--- src/rtl/ara_perf_csr.sv ---
// ara_perf_csr: APB register block for Ara runtime / CVA6 stall counters.
// Captures four 64-bit counter snapshots on update_i and exposes them as
// LO/HI 32-bit words. Reading a LO word latches its HI half into a shared
// shadow so that a following HI read is atomic with the LO read.
// Ports:
//   clk_i, rst_ni                        clock, async active-low reset
//   update_i                             strobe: the four 64-bit inputs are new
//   runtime_i, dcache_stall_i,
//   icache_stall_i, sb_full_i            64-bit counter values
//   hw_cnt_en_o                          registered SW counter enable (CTRL[0])
//   psel_i, penable_i, pwrite_i,
//   paddr_i, pwdata_i                    APB request
//   prdata_o, pready_o, pslverr_o        APB response, nonzero only on completion
// Build option: define ARA_PERF_CSR_WAIT_EN to insert one wait cycle into
// every ACCESS phase (three-cycle transfers).
module ara_perf_csr #(
  parameter int AddrDecodeBits = 6,
  parameter int UpdCntWidth    = 16
) (
  input  logic        clk_i,
  input  logic        rst_ni,
  input  logic        update_i,
  input  logic [63:0] runtime_i,
  input  logic [63:0] dcache_stall_i,
  input  logic [63:0] icache_stall_i,
  input  logic [63:0] sb_full_i,
  output logic        hw_cnt_en_o,
  input  logic        psel_i,
  input  logic        penable_i,
  input  logic        pwrite_i,
  input  logic [31:0] paddr_i,
  input  logic [31:0] pwdata_i,
  output logic [31:0] prdata_o,
  output logic        pready_o,
  output logic        pslverr_o
);
  localparam int IW = AddrDecodeBits - 2;
  typedef enum logic [1:0] {S_IDLE, S_SETUP, S_ACCESS} state_e;
  state_e                 r_state, w_state_nx;
  logic [63:0]            r_snap [4];
  logic [31:0]            r_shadow;
  logic                   r_valid;
  logic                   r_cnt_en;
  logic [UpdCntWidth-1:0] r_upd_cnt;
  logic [IW-1:0]          w_idx;
  logic [1:0]             w_sel;
  logic                   w_acc, w_done, w_err, w_wr, w_rd_lo, w_clr, w_w1c;
  logic [31:0]            w_rdata;
  logic                   w_unused;
  assign w_unused = ^{paddr_i[31:AddrDecodeBits], pwdata_i[31:2]};
  assign w_idx    = paddr_i[AddrDecodeBits-1:2];
  // Word index 2..9 maps to snapshots 0..3 in LO/HI pairs.
  assign w_sel    = w_idx[2:1] - 2'd1;
  always_comb begin
    w_acc = psel_i & penable_i & (r_state == S_SETUP | r_state == S_ACCESS);
`ifdef ARA_PERF_CSR_WAIT_EN
    // First ACCESS cycle is a wait cycle; completion comes one cycle later.
    w_done = w_acc & (r_state == S_ACCESS);
`else
    w_done = w_acc & (r_state == S_SETUP);
`endif
    w_state_nx = (psel_i & ~penable_i) ? S_SETUP :
                 (w_acc & ~w_done)     ? S_ACCESS : S_IDLE;
    w_err   = (|paddr_i[1:0]) | (w_idx > IW'(9)) | (pwrite_i & (w_idx > IW'(1)));
    w_wr    = w_done & pwrite_i & ~w_err;
    w_rd_lo = w_done & ~pwrite_i & ~w_err & ~w_idx[0] & (w_idx > IW'(1));
    w_clr   = w_wr & (w_idx == IW'(0)) & pwdata_i[1];
    w_w1c   = w_wr & (w_idx == IW'(1)) & pwdata_i[0];
    w_rdata = (w_idx == IW'(0)) ? {31'd0, r_cnt_en} :
              (w_idx == IW'(1)) ? {16'(r_upd_cnt), 15'd0, r_valid} :
              w_idx[0]          ? r_shadow : r_snap[w_sel][31:0];
    pready_o  = w_done;
    pslverr_o = w_done & w_err;
    prdata_o  = (w_done & ~w_err & ~pwrite_i) ? w_rdata : 32'd0;
  end
  assign hw_cnt_en_o = r_cnt_en;
  always_ff @(posedge clk_i or negedge rst_ni) begin
    if (!rst_ni) begin
      r_state   <= S_IDLE;
      r_snap    <= '{default: '0};
      r_shadow  <= '0;
      r_valid   <= 1'b0;
      r_cnt_en  <= 1'b0;
      r_upd_cnt <= '0;
    end else begin
      r_state <= w_state_nx;
      if (w_wr & (w_idx == IW'(0))) r_cnt_en <= pwdata_i[0];
      // Clear dominates a coincident update; update (set) dominates W1C.
      if (w_clr) begin
        r_snap    <= '{default: '0};
        r_shadow  <= '0;
        r_valid   <= 1'b0;
        r_upd_cnt <= '0;
      end else begin
        if (update_i) begin
          r_snap <= '{runtime_i, dcache_stall_i, icache_stall_i, sb_full_i};
          r_valid <= 1'b1;
          if (~&r_upd_cnt) r_upd_cnt <= r_upd_cnt + UpdCntWidth'(1);
        end else if (w_w1c) begin
          r_valid <= 1'b0;
        end
        if (w_rd_lo) r_shadow <= r_snap[w_sel][63:32];
      end
    end
  end
endmodule

--- config.mk ---
export PLATFORM = sky130hd
export DESIGN_NAME = ara_perf_csr
export DESIGN_NICKNAME = d
export VERILOG_FILES = /design/src/rtl/ara_perf_csr.sv
export SDC_FILE = /design/constraint.sdc
export NUM_CORES = 1
export LEC_CHECK = 0
export CAP_MARGIN = 30
export CORE_ASPECT_RATIO = 1.75
export CORE_MARGIN = 2
export CORE_UTILIZATION = 50
export DETAILED_ROUTE_END_ITERATION = 10
export PLACE_DENSITY = 0.85
export SETUP_SLACK_MARGIN = 0.3
export SYNTH_ARGS = -nofsm -noshare
export SYNTH_HDL_FRONTEND = slang
export SYNTH_SLANG_ARGS = --single-unit
export TNS_END_PERCENT = 100
--- constraint.sdc ---
create_clock -name clk_i -period 3.2 [get_ports clk_i]
set_input_delay 0.96 -clock clk_i [delete_from_list [all_inputs] [get_ports clk_i]]
set_output_delay 0.96 -clock clk_i [all_outputs]
set_load 0.05 [all_outputs]
; ---- Word level (Yosys, flattened, before mapping)
; Index checks and enable logic that the tools add are counted.
; Widths: inputs -> output; s select.
[totals]
register_bits = 308
inputBits = 326
out_inout_bits = 35
elab_cells = 72
[op_classes]
n_addsub = 2
n_lt_le_gt_ge = 3
eq_ne = 4
mux = 19
bitwise = 28
reduce_logical = 7
[op_table]
columns = op, count
row1 = $mux 256, 2
row2 = $mux 32, 6
row3 = $bmux 64 s2, 1
row4 = $mux 64, 2
row5 = $mux 16, 3
row6 = $and 1x1->1, 19
row7 = $add 16x1->16 const B, 1
row8 = $reduce_and 16->1, 1
row9 = $not 1->1, 5
row10 = $eq 4x1->1 const B, 1
row11 = $gt 4x1->1 const B, 1
row12 = $gt 4x4->1 const B, 1
row13 = $logic_not 4->1, 1
row14 = $mux 2, 2
row15 = $reduce_bool 2->1, 2
row16 = $ge 3x3->1 const B, 1
row17 = $mux 1, 3
row18 = $not 2->3, 1
row19 = $or 1x1->1, 3
row20 = $reduce_bool 3->1, 1
row21 = $eq 2x1->1 const B, 1
row22 = $eq 2x2->1 const B, 1
row23 = $ne 2x2->1 const B, 1
row24 = $reduce_and 2->1, 1
row25 = other kinds (2), 2

; ---- Logic depth before layout (Yosys ltp)
; Gate-level depths: netlist of the first run.
[depth]
depth_word = 11
depth_mapped = 8

; ---- Least setup slack after synthesis of the first run
; Ideal clock, no wire load.
[synth_timing]
kind = in2out
start = input paddr_i[0]
end = output prdata_o[16]
t_arrival_ns = 3.059
required_ns = 2.240
path_slack_ns = -0.819
stages = 5
path_cell_list = and4bb_2 -> nand2_1 -> or3_1 -> buf_2 -> a211oi_1
[synth_via]
elab_chain_cells = 7
[synth_rtl]
columns = element, line
row1 = "start, declared", 31  ; input logic [31:0] paddr_i,
row2 = $reduce_or 2->1, 64  ; w_err = (|paddr_i[1:0]) | (w_idx > IW'(9)) | (pwrite_i & (w_idx > IW'(1)));
row3 = $or 1x1->1 (2 in series), 64
row4 = $not 1->1, 74  ; prdata_o = (w_done & ~w_err & ~pwrite_i) ? w_rdata : 32'd0;
row5 = $and 1x1->1 (2 in series), 74
row6 = $mux 32, 74
row7 = "end, declared", 33  ; output logic [31:0] prdata_o,
; No other way between the ends.

; ---- Worst setup path in the final report of the first run
[layout_timing]
start = input psel_i
end = output prdata_o[22]
[layout_via]
elab_chain_cells = 6
[layout_rtl]
columns = element, line
row1 = "start, declared", 28  ; input logic psel_i,
row2 = $and 1x1->1 (2 in series), 55  ; w_acc = psel_i & penable_i & (r_state == S_SETUP | r_state == S_ACCESS);
row3 = $and 1x1->1, 60  ; w_done = w_acc & (r_state == S_SETUP);
row4 = $and 1x1->1 (2 in series), 74
row5 = $mux 32, 74
; No other way between the ends.

==> results of run 1 <==
-- final timing paths --
check,from,end
worst max-delay path,psel_i,prdata_o[22]
worst min-delay path,rst_ni,r_snap[104]
worst max register to register,r_state[1],r_snap[254]
worst min register to register,r_snap[105],r_snap[105]
max in group asynchronous,rst_ni,r_snap[182]
min in group clk_i,r_snap[105],r_snap[105]
-- power groups by stage --
stage,logic (mW),registers [mW],clock network [mW]
detailed placement,1.54,4.60,0
floorplan,0.862,4.50,0
global route,1.70,4.58,4.09
CTS,1.57,4.53,3.93
global placement,1.49,4.57,0
finish,1.56,4.55,3.84
-- synthesized netlist by cell type (8+ instances only) --
cell      count  area [um2]
mux2i_1     303        3033
o21ai_0      10       50.05
nand2_1      41       153.9
a211oi_2     10       125.1
nor2_1      309        1160
nand4_1      10       62.56
dfrtp_1     308        7707
mux4_2       64        1441
clkbuf_1     32       120.1
buf_2        53       265.3
or3_1         8       50.05
a21oi_1      34       170.2
-- kinds of logic after synthesis --
kind of cell | share of synthesized area, %
mux | 29.97
fa+ha+maj | 0.2509
compound gates | 3.487
buf+inv | 3.403
simple gates | 11.38
flops | 51.51
-- worst max-delay path: stages --
cell	delay [ns]
dlygate4sd2_1	0.23
and4bb_2	0.28
nand2_4	0.08
or3_4	0.38
buf_12	0.17
a211oi_4	0.26
buf_12	0.17
-- final cells by class --
type | count | area share [%]
sequential | 308 | 37.05
clock inverter | 14 | 0.9682
timing repair buffer | 387 | 20.78
tap | 382 | 2.297
antenna | 17 | 0.2045
clock buffer | 42 | 4.216
inverter | 7 | 0.1263
multi-input combinational | 853 | 34.36
-- state kept, by name (all words and copies together) (netlist names) --
| name | cells |
|---|---|
| hw_cnt_en_o | 1 |
| r_shadow | 32 |
| r_snap | 256 |
| r_state | 2 |
| r_upd_cnt | 16 |
| r_valid | 1 |
-- timing repair --
item                                   in CTS  in global routing
cloned                                      0                  1
pin swaps                                   8                  6
resized for setup                          36                 11
endpoints found under the hold margin       0                  0
setup buffers                               4                  4
setup endpoints to repair                  34                 33
-- stage by stage --
step / utilization (%) / cell area, um2 / instances
final: 70.79 / 20810 / 2010
after global routing: 70.79 / 20810 / 2010
after CTS: 70.33 / 20670 / 1988
after detailed placement: 66.22 / 19460 / 1928
after global placement: 66.22 / 19460 / 1928
after floorplan: - / 15310 / 1266
-- per-layer routing --
layer,vias up,track usage [%]
met5,-,0
met2,409,45.30
li1,5097,-
met3,135,4.946
met4,2,17.47
met1,5591,32.76
==> run_results.csv, run 1 <==
group,metric,value,unit
drt,drt-met1-wl,15.98,mm
yosys,synth_ff_type,"dfrtp_1",
sta,setup_viol,32,
floorplanning,core,29390,um2
drt,ant_nets,0,
sta,finalCritPeriodShare,109.4,%
global_routing,antenna_found_initial,18,
sta,maxSlewHeadroom,60.83,%
sta,worst_clock_skew,0.008566,ns
yosys,syn_inst,1266,
finish,multiInputGateArea,7149,um2
setup_path,critPathArrivalTime,2.54,ns
worst_hold_path,hold_path_class,"input pin to asynchronous set/reset pin",
clock_tree,clkTransAtPathRegs,0.06,ns
floorplanning,start_util,50.92,%
setup_path,startpoint_type,"input pin",
drt,dr_wl_met2,21.51,mm
setup_path,ff2ff_setup_slack,1.01,ns
drt,wl_met3,2.486,mm
finish,seq_area,7707,um2
drt,drc,0,
finish,synthToLayoutAreaGrowth,39.03,%
floorplanning,std_cell_rows,83,
clock_tree,cts.sink_count,308,
finish,final_cell_mix,"nor2_1, dfrtp_1, mux2i_1",
yosys,syn_area,14960,um2
finish,finalNetCount,1916,
setup_path,endpoint_kind,"primary output",
sta,whs,0.3513,ns
power_and_ir_drop,p_leak,9.580,nW
clock_tree,htreeDepth,1,
clock_tree,worstSkewPairLatency,0.56,ns
outcome,violations,"setup timing",
yosys,synth_area_per_cell,11.82,um2
yosys,syn-num-nets,1595,
sta,rsz0062_at_grt,"yes",
drt,wl_per_cell,21.32,um
drt,top_layer,"met5",
setup_path,crit_type,"input pin to primary output",
power_and_ir_drop,power_density,478.0,nW/um2
global_routing,grt_pass1_wl,66.67,mm
clock_tree,cts.path.max_buffers,3,
clock_tree,cts_hold_buf,0,
placement,post-dp-hpwl,30.87,mm
setup_path,reg2reg_depth,9,
setup_path,crit_fanout,8,
sta,hold_viol,0,
yosys,synth.yosys.seq_area_share,51.51,%
yosys,yosysWarningCount,0,
sta,worstMarginPinSlew,0.5876,ns
placement,routabilityCongestion,0.9023,
power_and_ir_drop,intPower,7.448,mW
floorplanning,ioPinCount,361,
finish,fillerInstances,2041,
finish,drive_above_1_share,18.13,%
power_and_ir_drop,p_seq_share,45.7,%
power_and_ir_drop,p_clk_share,38.7,%
floorplanning,die_h,232.9,um
power_and_ir_drop,comb_power_share,15.6,%
yosys,ys_types,49,
placement,portBuffers,304,
drt,firstDrtPassIters,5,
yosys,synth-async-reset-ratio,100.0,%
drt,vias,11230,
clock_tree,cts_buffers,30,
global_routing,grt_usage,27.37,%
floorplanning,die_w,134.8,um
power_and_ir_drop,p_sw_share,25.11,%
drt,post_drt_via_cell_ratio,5.589,
global_routing,grt_pass1_vias,12210,
power_and_ir_drop,peakVddDrop,0.0004928,V
drt,finalWirelength,42.85,mm
sta,fin_crit,3.502,ns
yosys,ys_seq_elements,308,
sta,finalSetupTns,-8.113,ns
job,cap_violations,0,
clock_tree,tritoncts,"built",
power_and_ir_drop,netSwitchingPower,2.497,mW
global_routing,globalRouteOverflowTotal,0,
drt,drtIter0Drc,585,
outcome,status,"complete, but fails checks",
clock_tree,root_buffer,"clkbuf_16",
placement,pre_cts_ws,-0.6545,ns
floorplanning,die-area,31380,um2
sta,fmax,285.6,MHz
yosys,synth_edf_count,0,
global_routing,grt_max_degree,84,
power_and_ir_drop,total_power,9.945,mW
sta,maxSlewViolCount,0,
sta,fin_ws,-0.3016,ns
setup_path,cp_data_required_time,2.24,ns
Power figures use the tool's default switching activity.
==> inputs of run 2 (changes only) <==
- CORE_UTILIZATION: 50 -> 47
- CTS_BUF_LIST: default -> sky130_fd_sc_hd__clkbuf_8
- PLACE_DENSITY: 0.85 -> 0.84
- clock period: 3.2 -> 2.85 ns (I/O delays scaled with it)
==> run 2 against run 1 <==
The run still ends with setup timing left; sequential share of layout area shrank 0.19 points; clock skew grew 0.0078 ns; sequential power grew 13%; wire length grew 4.2%; register-to-register slack lost 0.18 ns; first-iteration DRC count grew 3.1%; sequential cell count is the same; utilization shrank 4.2 points; clock-buffer cell count grew 16; total power grew 11%; global-route usage shrank 0.56 points; clock power grew 8.9%; largest power group unchanged.
==> run_results.csv, run 2 (synthesized netlist as in run 1, its figures left out) <==
group,metric,value,unit
finish,finalNetCount,1943,
floorplanning,die-area,33340,um2
finish,fillerInstances,2299,
global_routing,grt_pass1_wl,69.36,mm
global_routing,antenna_found_initial,23,
sta,rsz0062_at_grt,"yes",
setup_path,cp.buffers_inverters,3,
clock_tree,cts_hold_buf,0,
power_and_ir_drop,p_sw_share,26.26,%
clock_tree,htreeDepth,2,
setup_path,regToRegStartpoint,"r_upd_cnt[0]",
floorplanning,die_h,240.0,um
sta,finalSetupTns,-15.39,ns
drt,finalWirelength,44.63,mm
power_and_ir_drop,comb_power_share,15.8,%
power_and_ir_drop,netSwitchingPower,2.903,mW
sta,hold_viol,0,
clock_tree,cts.path.max_buffers,3,
power_and_ir_drop,intPower,8.152,mW
placement,portBuffers,304,
worst_hold_path,hold_path_class,"input pin to asynchronous set/reset pin",
sta,fmax,298.2,MHz
sta,fin_ws,-0.5030,ns
drt,firstDrtPassIters,5,
drt,wl_per_cell,21.58,um
floorplanning,core,31420,um2
sta,maxSlewViolCount,0,
setup_path,slowest_delay,0.40,ns
global_routing,grt_max_degree,98,
clock_tree,cts.sink_count,308,
placement,dp_cells,1955,
clock_tree,worstSkewPairLatency,0.58,ns
setup_path,critPathSlowestCell,"or3_4",
sta,whs,0.1946,ns
drt,top_layer,"met5",
setup_path,crit_type,"flop to primary output",
floorplanning,start_util,47.63,%
placement,routabilityCongestion,0.9090,
drt,vias,11510,
floorplanning,ioPinCount,361,
setup_path,ff2ff_setup_slack,0.83,ns
sta,setup_viol,33,
power_and_ir_drop,p_leak,9.689,nW
power_and_ir_drop,p_seq_share,46.3,%
setup_path,crit_top_cell,"buf_12",
setup_path,reg2reg_depth,5,
clock_tree,tritoncts,"built",
finish,final_area,20910,um2
drt,drc,0,
setup_path,path_cells,"inv_1 > ha_2 > and4bb_2 > nand2_2 > or3_4 > buf_12 > a211oi_4 > buf_12",
floorplanning,std_cell_rows,86,
placement,post-dp-hpwl,32.59,mm
sta,finalCritPeriodShare,117.6,%
outcome,status,"complete, but fails checks",
setup_path,critPathArrivalTime,2.50,ns
drt,drt-met1-wl,16.33,mm
power_and_ir_drop,peakVddDrop,0.0003976,V
setup_path,startpoint_type,"flop",
sta,worstMarginPinSlew,0.7384,ns
finish,largest_register_ffs,256,
finish,synthToLayoutAreaGrowth,39.76,%
clock_tree,clkTransAtPathRegs,0.07,ns
global_routing,globalRouteOverflowTotal,0,
setup_path,cp_data_required_time,2.00,ns
global_routing,grt_pass1_vias,12190,
outcome,violations,"setup timing",
sta,worst_clock_skew,0.01633,ns
drt,drtIter0Drc,603,
setup_path,reg2reg_to,"r_upd_cnt[8]",
finish,utilization,66.56,%
power_and_ir_drop,power_density,528.6,nW/um2
sta,maxSlewHeadroom,50.77,%
finish,final_cell_mix,"nor2_1, dfrtp_1, mux2i_1",
global_routing,grt_usage,26.81,%
clock_tree,cts_buffers,46,
setup_path,endpoint_kind,"primary output",
drt,ant_nets,0,
drt,wl_met3,2.763,mm
finish,drive_above_1_share,19.49,%
placement,place_area,19600,um2
drt,post_drt_via_cell_ratio,5.567,
job,cap_violations,0,
finish,instances_no_fill,2068,
finish,reg_top3,"r_snap (256), r_shadow (32), r_upd_cnt (16)",
sta,fin_crit,3.353,ns
power_and_ir_drop,p_clk_share,37.9,%
drt,dr_wl_met2,22.85,mm
setup_path,crit_fanout,6,
setup_path,crit_family,"simple AND/OR/NAND/NOR gates",
clock_tree,root_buffer,"clkbuf_8",
finish,regMostFlops,"r_snap",
floorplanning,die_w,138.9,um
run 2: cell count changes in the layout (fill, tap and decap cells not counted), moves of 2 or more:
cell           delta
diode_2           +3
clkbuf_1          -5
buf_4            +11
clkbuf_2          -2
clkbuf_8         +52
inv_1            +13
dlygate4sd2_1     +4
buf_16            +2
clkbuf_16        -32
run 2: power groups by stage:
stage	Clock, mW	Sequential, mW	Combinational (mW)
detailed placement	0	5.18	1.74
global route	4.46	5.16	1.90
CTS	4.28	5.11	1.76
finish	4.18	5.12	1.75
global placement	0	5.15	1.69
floorplan	0	5.06	0.968
run 2: repair_timing:
action,4_1_cts,5_1_grt
buffers inserted,2,3
gates cloned,2,0
gates resized for setup,22,5
setup endpoints to repair,35,34
pin swaps,7,3
run 2: area by class of cell:
class | instances | area [um2] | area share, %
antenna | 20 | 50.05 | 0.2393
multi-input combinational | 853 | 7128 | 34.08
timing repair buffer | 398 | 4422 | 21.14
clock inverter | 28 | 286.5 | 1.370
tap | 396 | 495.5 | 2.369
clock buffer | 58 | 798.3 | 3.817
inverter | 7 | 26.28 | 0.1256
sequential | 308 | 7707 | 36.85
run 2: worst reg2reg max path, delay by kind of cell (launching register included):
family	cells	cell delay (ns)
AND/OR/NAND/NOR	3	1.02
AO/OA/AOI/OAI	1	0.14
flip-flops	1	0.49
adder cells (fa/ha/maj)	1	0.30
run 2: per-stage QoR:
step | worst slack, ns | power, mW
after global routing | -0.5634 | 11.52
final | -0.5030 | 11.06
after floorplan | -0.4792 | 6.026
after detailed placement | -0.8126 | 6.927
after CTS | -0.5811 | 11.16
after global placement | -0.7608 | 6.840
run 2: how the worst max path moves through the flow:
stage          startpoint            to  slack, ns  cells after the start
6_report       r_state[1]  prdata_o[22]      -0.50                      8
3_5_place_dp   paddr_i[1]   prdata_o[2]      -0.81                      8
5_1_grt        r_state[1]   prdata_o[2]      -0.56                     10
2_1_floorplan  paddr_i[1]  prdata_o[21]      -0.48                      6
3_3_place_gp   paddr_i[1]  prdata_o[21]      -0.76                      7
4_1_cts        r_state[1]  prdata_o[22]      -0.58                      8
run 2: layer usage:
metal / up-vias / GRT usage [%]
met5: - / 0
met4: 10 / 14.88
met3: 146 / 5.636
met2: 453 / 46.29
met1: 5739 / 31.19
li1: 5164 / -
==> inputs of run 3 (changes only) <==
- SETUP_SLACK_MARGIN: 0.3 -> 0.5
- SLEW_MARGIN: default -> 5
==> run 3 against run 2 <==
The flow still finishes with violations (setup timing); combinational power is essentially flat; sequential share of layout area increased by 0.21 points; design area shrank 0.57%; utilization decreased by 0.38 points; worst setup slack better by 0.0094 ns; first-iteration DRC count decreased by 6.6%; clock skew is 0.0099 ns higher; sequential cell count unchanged; critical endpoint is now prdata_o[29]; largest power group unchanged.
==> run_results.csv, run 3 (synthesized netlist as in run 1, its figures left out) <==
group,metric,value,unit
clock_tree,cts.sink_count,308,
sta,fin_ws,-0.4936,ns
worst_hold_path,hold_path_class,"input pin to asynchronous set/reset pin",
job,cap_violations,0,
setup_path,cp_data_required_time,2.00,ns
clock_tree,clkTransAtPathRegs,0.07,ns
setup_path,critPathSlowestCell,"dfrtp_1",
setup_path,worst-path-stages,8,
setup_path,startpoint_type,"flop",
power_and_ir_drop,p_leak,9.629,nW
global_routing,grt_pass1_vias,12200,
outcome,violations,"setup timing",
setup_path,critPathArrivalTime,2.49,ns
power_and_ir_drop,total_power,10.94,mW
floorplanning,die_w,138.9,um
setup_path,path_cells,"inv_1 > ha_2 > and4bb_2 > nand2_2 > or3_4 > buf_12 > a211oi_4 > buf_12",
clock_tree,cts_buffers,48,
floorplanning,ioPinCount,361,
outcome,status,"complete, but fails checks",
finish,largest_register_ffs,256,
sta,maxSlewViolCount,0,
global_routing,antenna_found_initial,14,
floorplanning,die-area,33340,um2
sta,setup_viol,33,
setup_path,ff2ff_setup_slack,0.76,ns
sta,finalSetupTns,-15.19,ns
global_routing,grt_use_met1,30.79,%
finish,drive_above_1_share,18.93,%
sta,worstMarginPinSlew,0.6321,ns
clock_tree,cts.path.max_buffers,3,
sta,maxSlewHeadroom,57.86,%
clock_tree,root_buffer,"clkbuf_8",
power_and_ir_drop,peakVddDrop,0.0003723,V
power_and_ir_drop,power_density,526.3,nW/um2
sta,worst_clock_skew,0.02621,ns
clock_tree,htreeDepth,2,
placement,post-dp-hpwl,31.49,mm
placement,routabilityCongestion,0.8595,
drt,drtIter0Drc,563,
global_routing,grt_usage,26.06,%
setup_path,reg2reg_depth,10,
setup_path,crit_type,"flop to primary output",
setup_path,crit_family,"simple AND/OR/NAND/NOR gates",
finish,reg_top3,"r_snap (256), r_shadow (32), r_upd_cnt (16)",
clock_tree,tritoncts,"built",
setup_path,crit_top_cell,"buf_12",
setup_path,crit_fanout,11,
drt,ant_nets,0,
sta,finalCritPeriodShare,117.3,%
clock_tree,worstSkewPairLatency,0.60,ns
global_routing,grt_max_degree,91,
setup_path,endpoint_kind,"primary output",
drt,wl_per_cell,21.25,um
drt,finalWirelength,43.48,mm
global_routing,busiest_layer,"met2",
finish,finalNetCount,1930,
finish,regMostFlops,"r_snap",
setup_path,cp.buffers_inverters,3,
global_routing,globalRouteOverflowTotal,0,
sta,rsz0062_at_grt,"yes",
floorplanning,std_cell_rows,86,
drt,drc,0,
global_routing,grt_pass1_wl,67.61,mm
global_routing,grt_use_met2,42.77,%
finish,synthToLayoutAreaGrowth,38.95,%
sta,hold_viol,0,
drt,post_drt_via_cell_ratio,5.584,
placement,portBuffers,304,
floorplanning,start_util,47.63,%
setup_path,slowest_delay,0.38,ns
clock_tree,cts_hold_buf,0,
floorplanning,core,31420,um2
finish,final_cell_mix,"nor2_1, dfrtp_1, mux2i_1",
finish,fillerInstances,2301,
global_routing,grtUsageMet3,4.880,%
sta,fmax,299.1,MHz
sta,fin_crit,3.344,ns
floorplanning,die_h,240.0,um
drt,firstDrtPassIters,8,
drt,vias,11420,
-- run 3: final cells by class --
| class | count | area, um2 | share of cell area (%) |
|---|---|---|---|
| inverters | 7 | 26.28 | 0.1264 |
| multi-input cells | 853 | 7128 | 34.28 |
| well taps | 396 | 495.5 | 2.383 |
| flip-flops and latches | 308 | 7707 | 37.07 |
| repair buffers | 383 | 4340 | 20.87 |
| clock inverters | 23 | 185.2 | 0.8905 |
| diodes | 12 | 30.03 | 0.1444 |
| clock buffers | 64 | 880.8 | 4.236 |
-- run 3: final timing paths --
kind / from / to
setup / recovery: r_state[1] / prdata_o[29]
hold / removal: rst_ni / r_snap[70]
setup reg to reg: r_state[1] / r_snap[120]
hold reg to reg: r_snap[207] / r_snap[207]
max in group asynchronous: rst_ni / r_snap[10]
min in group clk_i: r_snap[207] / r_snap[207]
-- run 3: repair_timing --
action | CTS | global route
resized for setup | 23 | 9
endpoints found under the setup margin | 35 | 34
cloned | 1 | 0
buffers inserted | 3 | 3
pin swaps | 8 | 4
-- run 3: stage by stage --
stage	std cells	utilization, %	cell area (um2)	setup slack (ns)	hold slack, ns
detailed placement	1940	62.17	19540	-0.7358	0.5079
global route	2045	66.17	20790	-0.5825	0.1340
floorplan	1266	-	15320	-0.4792	0.4806
finish	2046	66.18	20790	-0.4936	0.1349
global placement	1940	62.17	19540	-0.7231	0.4947
CTS	2031	65.95	20720	-0.5238	0.1230
-- run 3: worst reg2reg max path: stages (launching register included) --
cell	delay, ns
dfrtp_1	0.38
inv_1	0.06
ha_2	0.16
and4bb_2	0.25
buf_4	0.11
buf_4	0.09
buf_4	0.12
and4_4	0.26
buf_12	0.19
buf_12	0.23
nor2_1	0.10
-- run 3: report_power, final --
| part | internal, mW | switching (mW) |
|---|---|---|
| combinational | 0.948 | 0.794 |
| clock | 2.29 | 1.81 |
| sequential | 4.80 | 0.297 |
| total | 8.04 | 2.90 |
-- run 3: layer usage --
metal	vias to the layer above	wire [um]	share of wire, %
met4	6	3256	7.5
li1	5146	-	-
met3	162	2341	5.4
met2	428	21600	50
met5	-	41	0.094
met1	5682	16250	37
